===== config.mk =====
export PLATFORM = sky130hd
export DESIGN_NAME = scan_decoder
export DESIGN_NICKNAME = d
export VERILOG_FILES = /design/src/rtl/scan_decoder_pkg.sv /design/src/rtl/onehot_dec.sv /design/src/rtl/scan_decoder.sv
export SDC_FILE = /design/constraint.sdc
export NUM_CORES = 1
export LEC_CHECK = 0
export CORE_MARGIN = 3
export CORE_UTILIZATION = 45
export DETAILED_ROUTE_END_ITERATION = 10
export GPL_TIMING_DRIVEN = 0
export PLACE_DENSITY = 0.73
export SLEW_MARGIN = 10
export SYNTH_ARGS = -nofsm -noshare
export SYNTH_HDL_FRONTEND = slang
export SYNTH_HIERARCHICAL = 1
export SYNTH_SLANG_ARGS = --single-unit

===== constraint.sdc =====
create_clock -name clk -period 1.96 [get_ports clk]
set_input_delay 0.294 -clock clk [delete_from_list [all_inputs] [get_ports clk]]
set_output_delay 0.294 -clock clk [all_outputs]
set_load 0.05 [all_outputs]

===== src/rtl/scan_decoder_pkg.sv =====
// Shared types and constants for the scan decoder block.
// Latency: n/a (types and constants only).
// Backpressure: n/a.
// Optional feature macro: SCAN_DECODER_CNT_EN (word_cnt width lives here).
package scan_decoder_pkg;

  typedef enum logic {
    IDLE = 1'b0,
    SCAN = 1'b1
  } state_t;

  // Width of the optional handshake counter output.
  localparam int WORD_CNT_W = 16;

endpackage : scan_decoder_pkg


===== src/rtl/onehot_dec.sv =====
// Combinational SEL_W-to-2**SEL_W one-hot decoder with enable.
// Latency: 0 cycles (pure combinational).
// Backpressure: none; the caller registers the result.
// Ports: sel_i (select), en_i (enable, 0 forces all-zero), y_o (one-hot word).
module onehot_dec #(
  parameter int SEL_W = 4
) (
  input  logic [SEL_W-1:0]      sel_i,
  input  logic                  en_i,
  output logic [(2**SEL_W)-1:0] y_o
);

  localparam int OUT_W = 2**SEL_W;

  always_comb begin
    y_o = '0;
    if (en_i) begin
      y_o = OUT_W'(1) << sel_i;
    end
  end

endmodule : onehot_dec


===== src/rtl/scan_decoder.sv =====
// One-hot decoder that emits either a single word or a scan of len+1 words
// from consecutive (wrapping) selects. Latency: 1 cycle from accept to the
// first word; scan words follow back-to-back while the consumer is ready.
// Backpressure: the single output register holds while out_valid && !out_ready;
// in_ready is low during a scan and while the output slot is occupied.
// Ports: clk/rst_n; command side en, in_valid, in_ready, mode, sel, len;
// output side out_valid, out_ready, y. With SCAN_DECODER_CNT_EN defined an
// extra word_cnt output counts output handshakes (saturating).
module scan_decoder
  import scan_decoder_pkg::*;
#(
  parameter int SEL_W = 4,
  parameter int LEN_W = 4
) (
  input  logic                  clk,
  input  logic                  rst_n,
  input  logic                  en,
  input  logic                  in_valid,
  output logic                  in_ready,
  input  logic                  mode,
  input  logic [SEL_W-1:0]      sel,
  input  logic [LEN_W-1:0]      len,
  output logic                  out_valid,
  input  logic                  out_ready,
  output logic [(2**SEL_W)-1:0] y
`ifdef SCAN_DECODER_CNT_EN
  ,
  output logic [WORD_CNT_W-1:0] word_cnt
`endif
);

  localparam int OUT_W = 2**SEL_W;

  state_t             state_q, state_d;
  logic [OUT_W-1:0]   y_q, y_d;
  logic               out_valid_q, out_valid_d;
  logic [SEL_W-1:0]   addr_q, addr_d;
  logic [LEN_W-1:0]   remaining_q, remaining_d;
  logic               en_q, en_d;

  logic               slot_free;
  logic               accept;
  logic [SEL_W-1:0]   dec_sel;
  logic               dec_en;
  logic [OUT_W-1:0]   dec_y;

  // The slot is free when empty or when its word leaves this cycle, which is
  // what allows a new word to load in the same cycle as a handshake.
  assign slot_free = !out_valid_q || out_ready;
  assign in_ready  = (state_q == IDLE) && slot_free;
  assign accept    = in_valid && in_ready;

  // One shared decoder: the command's select while idle, the scan address
  // (with the enable captured at accept) while scanning.
  assign dec_sel = (state_q == SCAN) ? addr_q : sel;
  assign dec_en  = (state_q == SCAN) ? en_q   : en;

  onehot_dec #(
    .SEL_W (SEL_W)
  ) u_onehot_dec (
    .sel_i (dec_sel),
    .en_i  (dec_en),
    .y_o   (dec_y)
  );

  always_comb begin
    state_d     = state_q;
    y_d         = y_q;
    out_valid_d = out_valid_q;
    addr_d      = addr_q;
    remaining_d = remaining_q;
    en_d        = en_q;

    // Consumed word drops out unless a new one is loaded below.
    if (out_valid_q && out_ready) begin
      out_valid_d = 1'b0;
    end

    unique case (state_q)
      IDLE: begin
        if (accept) begin
          y_d         = dec_y;
          out_valid_d = 1'b1;
          if (mode) begin
            addr_d      = sel + SEL_W'(1);
            remaining_d = len;
            en_d        = en;
            if (len != '0) begin
              state_d = SCAN;
            end
          end
        end
      end
      SCAN: begin
        if (slot_free) begin
          y_d         = dec_y;
          out_valid_d = 1'b1;
          addr_d      = addr_q + SEL_W'(1);
          remaining_d = remaining_q - LEN_W'(1);
          // Leave as the final word loads so the next command can be
          // accepted as soon as that word is taken.
          if (remaining_q == LEN_W'(1)) begin
            state_d = IDLE;
          end
        end
      end
      default: state_d = IDLE;
    endcase
  end

  always_ff @(posedge clk or negedge rst_n) begin
    if (!rst_n) begin
      state_q     <= IDLE;
      y_q         <= '0;
      out_valid_q <= 1'b0;
      addr_q      <= '0;
      remaining_q <= '0;
      en_q        <= 1'b0;
    end else begin
      state_q     <= state_d;
      y_q         <= y_d;
      out_valid_q <= out_valid_d;
      addr_q      <= addr_d;
      remaining_q <= remaining_d;
      en_q        <= en_d;
    end
  end

  assign y         = y_q;
  assign out_valid = out_valid_q;

`ifdef SCAN_DECODER_CNT_EN
  logic [WORD_CNT_W-1:0] word_cnt_q;

  always_ff @(posedge clk or negedge rst_n) begin
    if (!rst_n) begin
      word_cnt_q <= '0;
    end else if (out_valid_q && out_ready && (word_cnt_q != '1)) begin
      word_cnt_q <= word_cnt_q + WORD_CNT_W'(1);
    end
  end

  assign word_cnt = word_cnt_q;
`endif

endmodule : scan_decoder


==> impl_metrics.yaml, run 1 <==
synth:
  ys_async_sr_fraction_pct: 100
  syn_area_sq_um: 1420
  yosysMostFrequentCell: "dfrtp_1"
  yosysTopAreaCell: "dfrtp_1"
  netlist.area_leader.share_pct: 47.6
  synth_cells: 121
  syn_area_per_cell_sq_um: 11.7
  ys_top_cells_by_count: "dfrtp_1 (27), mux2_1 (13), nor2_1 (13)"
  syn_nets: 138
  ys_ff_latch: 27
  synth_ff_type: "dfrtp_1"
  ys_warn_count: 6
  synth_cell_types: 40
  synth_area_leaders: "dfrtp_1 (48%), mux2_1 (10%), mux2_2 (5.6%), mux2_4 (4.2%), nor2_1 (3.4%)"
  synth_edf_count: 0
  ys_seq_area_share_pct: 47.6
setup_path:
  worst_ep_arrival_time_ns: 1.56
  r2r_slack_ns: 0.28
  start_kind: "input port"
  path_class: "in2out"
  crit_fanout: 10
  end_kind: "output pin"
  cp.required_ns: 1.67
worst_hold_path:
  min_path_type: "in2async"
outcome:
  outcome: "finished, final reports clean"
pwr:
  powerDensity_nw_per_um2: 1370
  comb_power_share_pct: 56.5
  seqPwrFrac_pct: 33.2
  p_leak_nw: 0.807
  p_switching_mw: 1.10
  p_clk_share_pct: 10.3
  power.internal_mw: 1.38
  ir_drop_mv: 0.622
  swShare_pct: 44.5
sta:
  clock.fmax_mhz: 541
  tightest_slew_ns: 0.609
  hold_violations: 0
  slew_violations: 0
  fin_crit_sh_pct: 94.4
  maxSlewHeadroom_pct: 59.4
  min_period_ns: 1.85
  grt_setup_unrepaired: "false"
  finalWorstSetupSlack_ns: 0.110
  finalSetupViolations: 0
  fin_worst_skew_ns: 0.00658
die:
  die_w_um: 62.2
  ioPinCount: 32
  rows: 19
  die-height_um: 62.2
  die_area_sq_um: 3860
  core_sq_um: 2880
  initial_core_util_pct: 49.3
clock_network:
  cts_tree: "yes"
  cts_buffers: 3
  clk_path_buf_depth: 2
  clkTransAtPathRegs_ns: 0.16
  htreeDepth: 1
  cts_setup_buffers: 0
  insertion_delay_ns: 0.33
  cts.sinks: 27
  root_buffer: "clkbuf_4"
routing:
  dr.pass1.iters: 4
  postRouteAntennaNets: 0
  drt-wirelength-per-cell_um: 14.8
  viasPerCell: 5.37
  remaining_drc_errors: 0
  drtIter0Drc: 32
  wl_um: 2920
  dr_total_vias: 1063
global_route:
  grtUsageTotal_pct: 16.3
  grt_start_max_net_pins: 28
  grt_pass1_vias: 1095
  grt_pass1_wl_um: 5130
  grt-ovfl-total: 0
  antenna_found_initial: 0
placed_design:
  numPortBuffers: 31
  dp_hpwl_um: 2220
  place.gp.congestion: 0.804
  placedCellCount: 194
  preCtsSetupSlack_ns: -0.436
layout:
  instances_no_fill: 198
  nNetsFinal: 174
  drive_gt1_share_pct: 19.2
  diodes: 0
  syn_to_final_growth_pct: 27.6
  fin_util_pct: 62.9
run:
  drv_cap: 0
registers in the layout (all words and copies together), names as in the netlist:
| register | count |
|---|---|
| addr_q | 4 |
| en_q | 1 |
| out_valid | 1 |
| remaining_q | 4 |
| state_q | 1 |
| y | 16 |
worst max-delay path, cell delays in order:
cell and delay [ns]:
clkdlybuf4s50_1 0.47, and2b_1 0.24, buf_2 0.20, nor2_2 0.08
buf_2 0.26
worst paths after layout:
kind | startpoint | end | cells past startpoint
worst min register to register | y[4]$_DFFE_PN0P_ | y[4]$_DFFE_PN0P_ | 1
max in group asynchronous | rst_n | addr_q[1]$_DFFE_PN0P_ | 2
worst min-delay path | rst_n | y[4]$_DFFE_PN0P_ | 2
worst max register to register | state_q$_DFF_PN0_ | addr_q[2]$_DFFE_PN0P_ | 5
worst max-delay path | out_ready | in_ready | 5
min in group clk | y[4]$_DFFE_PN0P_ | y[4]$_DFFE_PN0P_ | 1
metrics by stage:
step	TNS (ns)	hold WS, ns	area [sq um]	power (mW)
finish	0	0.481	1810	2.48
global route	0	0.512	1810	2.67
CTS	0	0.511	1810	2.51
detailed placement	-0.436	0.475	1780	2.26
global placement	-0.421	0.465	1780	2.22
floorplan	0	-0.00159	1420	1.89
power groups by stage:
stage / Sequential [mW] / Clock, mW / Combinational, mW
after floorplan: 1.02 / 0 / 0.872
after global placement: 0.824 / 0 / 1.39
after CTS: 0.827 / 0.269 / 1.41
after global routing: 0.851 / 0.297 / 1.52
final: 0.825 / 0.256 / 1.40
after detailed placement: 0.839 / 0 / 1.42
layer usage:
layer,track usage [%],vias up,wire [um]
met5,0,-,0
met4,6.63,0,43
met3,2.88,4,120
met2,27.8,25,1440
met1,20.4,528,1320
li1,-,506,-
layout by cell type, fill, tap and decap left out, drive strengths merged, types with 2 or more instances in the layout:
cell	instances
nand3b	2
nor2	16
buf	5
clkbuf	3
dfrtp	27
nor3	5
nand2	3
clkdlybuf4s50	29
o21ai	6
inv	3
ha	3
mux2	24
mux2i	2
nand2b	3
o31ai	2
nand3	3
repair_timing:
item | 4_1_cts | 5_1_grt
gates resized for setup | 5 | 0
endpoints found under the setup margin | 4 | 0
hold buffers | 0 | 1
endpoints found under the hold margin | 0 | 27
logic make-up after synthesis:
| group | share of synthesized area, % |
|---|---|
| AND/OR/NAND/NOR | 16.9 |
| flip-flops | 47.6 |
| multiplexers | 21.5 |
| AO/OA/AOI/OAI | 7.94 |
| buffers and inverters | 2.73 |
| adder cells (fa/ha/maj) | 2.65 |
| XOR/XNOR | 0.617 |
layout make-up:
type / count / area [sq um]
Fill cell: 246 / 1070
Clock inverter: 1 / 7.51
Sequential cell: 27 / 676
Multi-Input combinational cell: 87 / 707
Timing Repair Buffer: 32 / 310
Buffer: 3 / 23.8
Inverter: 3 / 11.3
Clock buffer: 3 / 22.5
Tap cell: 42 / 52.6
Note: power is estimated with default switching activity, not from simulation.
==> run 2: changes to the inputs <==
==> constraint.sdc (replaced) <==
create_clock -name clk -period 1.96 [get_ports clk]
set_input_delay 0.294 -clock clk [delete_from_list [all_inputs] [get_ports clk]]
set_output_delay 0.294 -clock clk [all_outputs]
set_load 0.02 [all_outputs]
==> impl_metrics.yaml, run 2 (synthesis gave the netlist of run 1 again) <==
outcome:
  outcome: "finished, final reports clean"
clock_network:
  clk_path_buf_depth: 2
  insertion_delay_ns: 0.33
  cts_buffers: 3
  cts_tree: "yes"
  clkTransAtPathRegs_ns: 0.16
  cts.sinks: 27
  htreeDepth: 1
  root_buffer: "clkbuf_4"
setup_path:
  start_kind: "input port"
  cp.required_ns: 1.67
  path_class: "in2out"
  worst_ep_arrival_time_ns: 1.49
  crit_fanout: 10
  end_kind: "output pin"
pwr:
  p_leak_nw: 0.807
  ir_drop_mv: 0.624
  p_total_mw: 2.33
  powerDensity_nw_per_um2: 1290
sta:
  fin_worst_skew_ns: 0.00689
  maxSlewHeadroom_pct: 60.6
  slew_violations: 0
  finalSetupViolations: 0
  fin_crit_sh_pct: 90.9
  clock.fmax_mhz: 561
  min_period_ns: 1.78
  holdWs_ns: 0.477
  grt_setup_unrepaired: "false"
  tightest_slew_ns: 0.591
  hold_violations: 0
routing:
  wl_um: 2870
  dr.pass1.iters: 4
  drtIter0Drc: 45
  viasPerCell: 5.27
  dr_total_vias: 1043
  postRouteAntennaNets: 0
  drt-wirelength-per-cell_um: 14.5
  remaining_drc_errors: 0
die:
  die_area_sq_um: 3860
  die_w_um: 62.2
  rows: 19
  initial_core_util_pct: 49.3
  die-height_um: 62.2
  ioPinCount: 32
  core_sq_um: 2880
placed_design:
  placed_area_sq_um: 1780
  dp_hpwl_um: 2150
  place.gp.congestion: 0.825
  numPortBuffers: 31
global_route:
  grt-ovfl-total: 0
  antenna_found_initial: 0
  grtUsageTotal_pct: 16.6
  grt_pass1_vias: 1061
  grt_pass1_wl_um: 5260
  grt_start_max_net_pins: 28
layout:
  drive_gt1_share_pct: 18.6
  fin_util_pct: 62.9
  final_common_cell: "clkdlybuf4s50_1"
  diodes: 0
  final_area_sq_um: 1810
  largest_reg_flops: 16
  nNetsFinal: 174
  syn_to_final_growth_pct: 27.4
  final_cell_mix: "clkdlybuf4s50_1 (29), dfrtp_1 (27), nor2_1 (13), mux2_1 (13), mux2_2 (7)"
run:
  drv_cap: 0
worst_hold_path:
  min_path_type: "in2async"
run 2: cell count changes in the layout (fill, tap and decap cells not counted):
cell	before	now
nor2_1	12	13
nor2_2	3	2
buf_2	3	2
clkbuf_2	0	1
run 2: final timing paths:
path	cells after the start	from	slack (ns)	endpoint
max in group asynchronous	2	rst_n	1.09	remaining_q[0]$_DFFE_PN0P_
worst min register to register	1	y[2]$_DFFE_PN0P_	0.50	y[2]$_DFFE_PN0P_
worst min-delay path	2	rst_n	0.48	y[2]$_DFFE_PN0P_
min in group clk	1	y[2]$_DFFE_PN0P_	0.50	y[2]$_DFFE_PN0P_
worst max register to register	5	state_q$_DFF_PN0_	0.27	addr_q[2]$_DFFE_PN0P_
worst max-delay path	5	out_ready	0.18	in_ready
run 2: timing repair:
action	4_1_cts	5_1_grt
hold buffers	0	1
buffers inserted	0	0
setup endpoints to repair	1	16
endpoints found under the hold margin	0	27
gates resized for setup	1	2
run 2: power by group:
group / switching [mW] / internal, mW / total [mW] / leakage, nW
combinational: 0.673 / 0.582 / 1.25 / 0.446
sequential: 0.103 / 0.721 / 0.824 / 0.347
clock: 0.174 / 0.0781 / 0.252 / 0.0139
total: 0.951 / 1.38 / 2.33 / 0.807
run 2: worst max-delay path, cell delays in order:
cell and delay, ns:
clkdlybuf4s50_1 0.48, and2b_1 0.23, buf_2 0.20, nor2_1 0.11
clkbuf_2 0.17
run 2: routing by layer:
metal / routed length, um / part of all wire [%] / track usage, %
met3: 117 / 4.1 / 2.88
met4: 38 / 1.3 / 5.80
met5: 0 / 0 / 0
met2: 1300 / 45 / 25.1
met1: 1410 / 49 / 23.9
run 2: layout make-up:
type	count	area (sq um)
timing repair buffer	32	310
tap	42	52.6
inverter	3	11.3
sequential	27	676
multi-input combinational	87	704
clock inverter	1	7.51
clock buffer	3	22.5
fill	236	1070
buffer	3	23.8
run 2: metrics by stage:
stage,setup TNS (ns),setup WS (ns),cells
finish,0,0.178,198
detailed placement,-0.266,-0.262,194
floorplan,0,0.187,121
global placement,-0.253,-0.253,194
CTS,0,0.0139,198
global route,0,0.0992,198
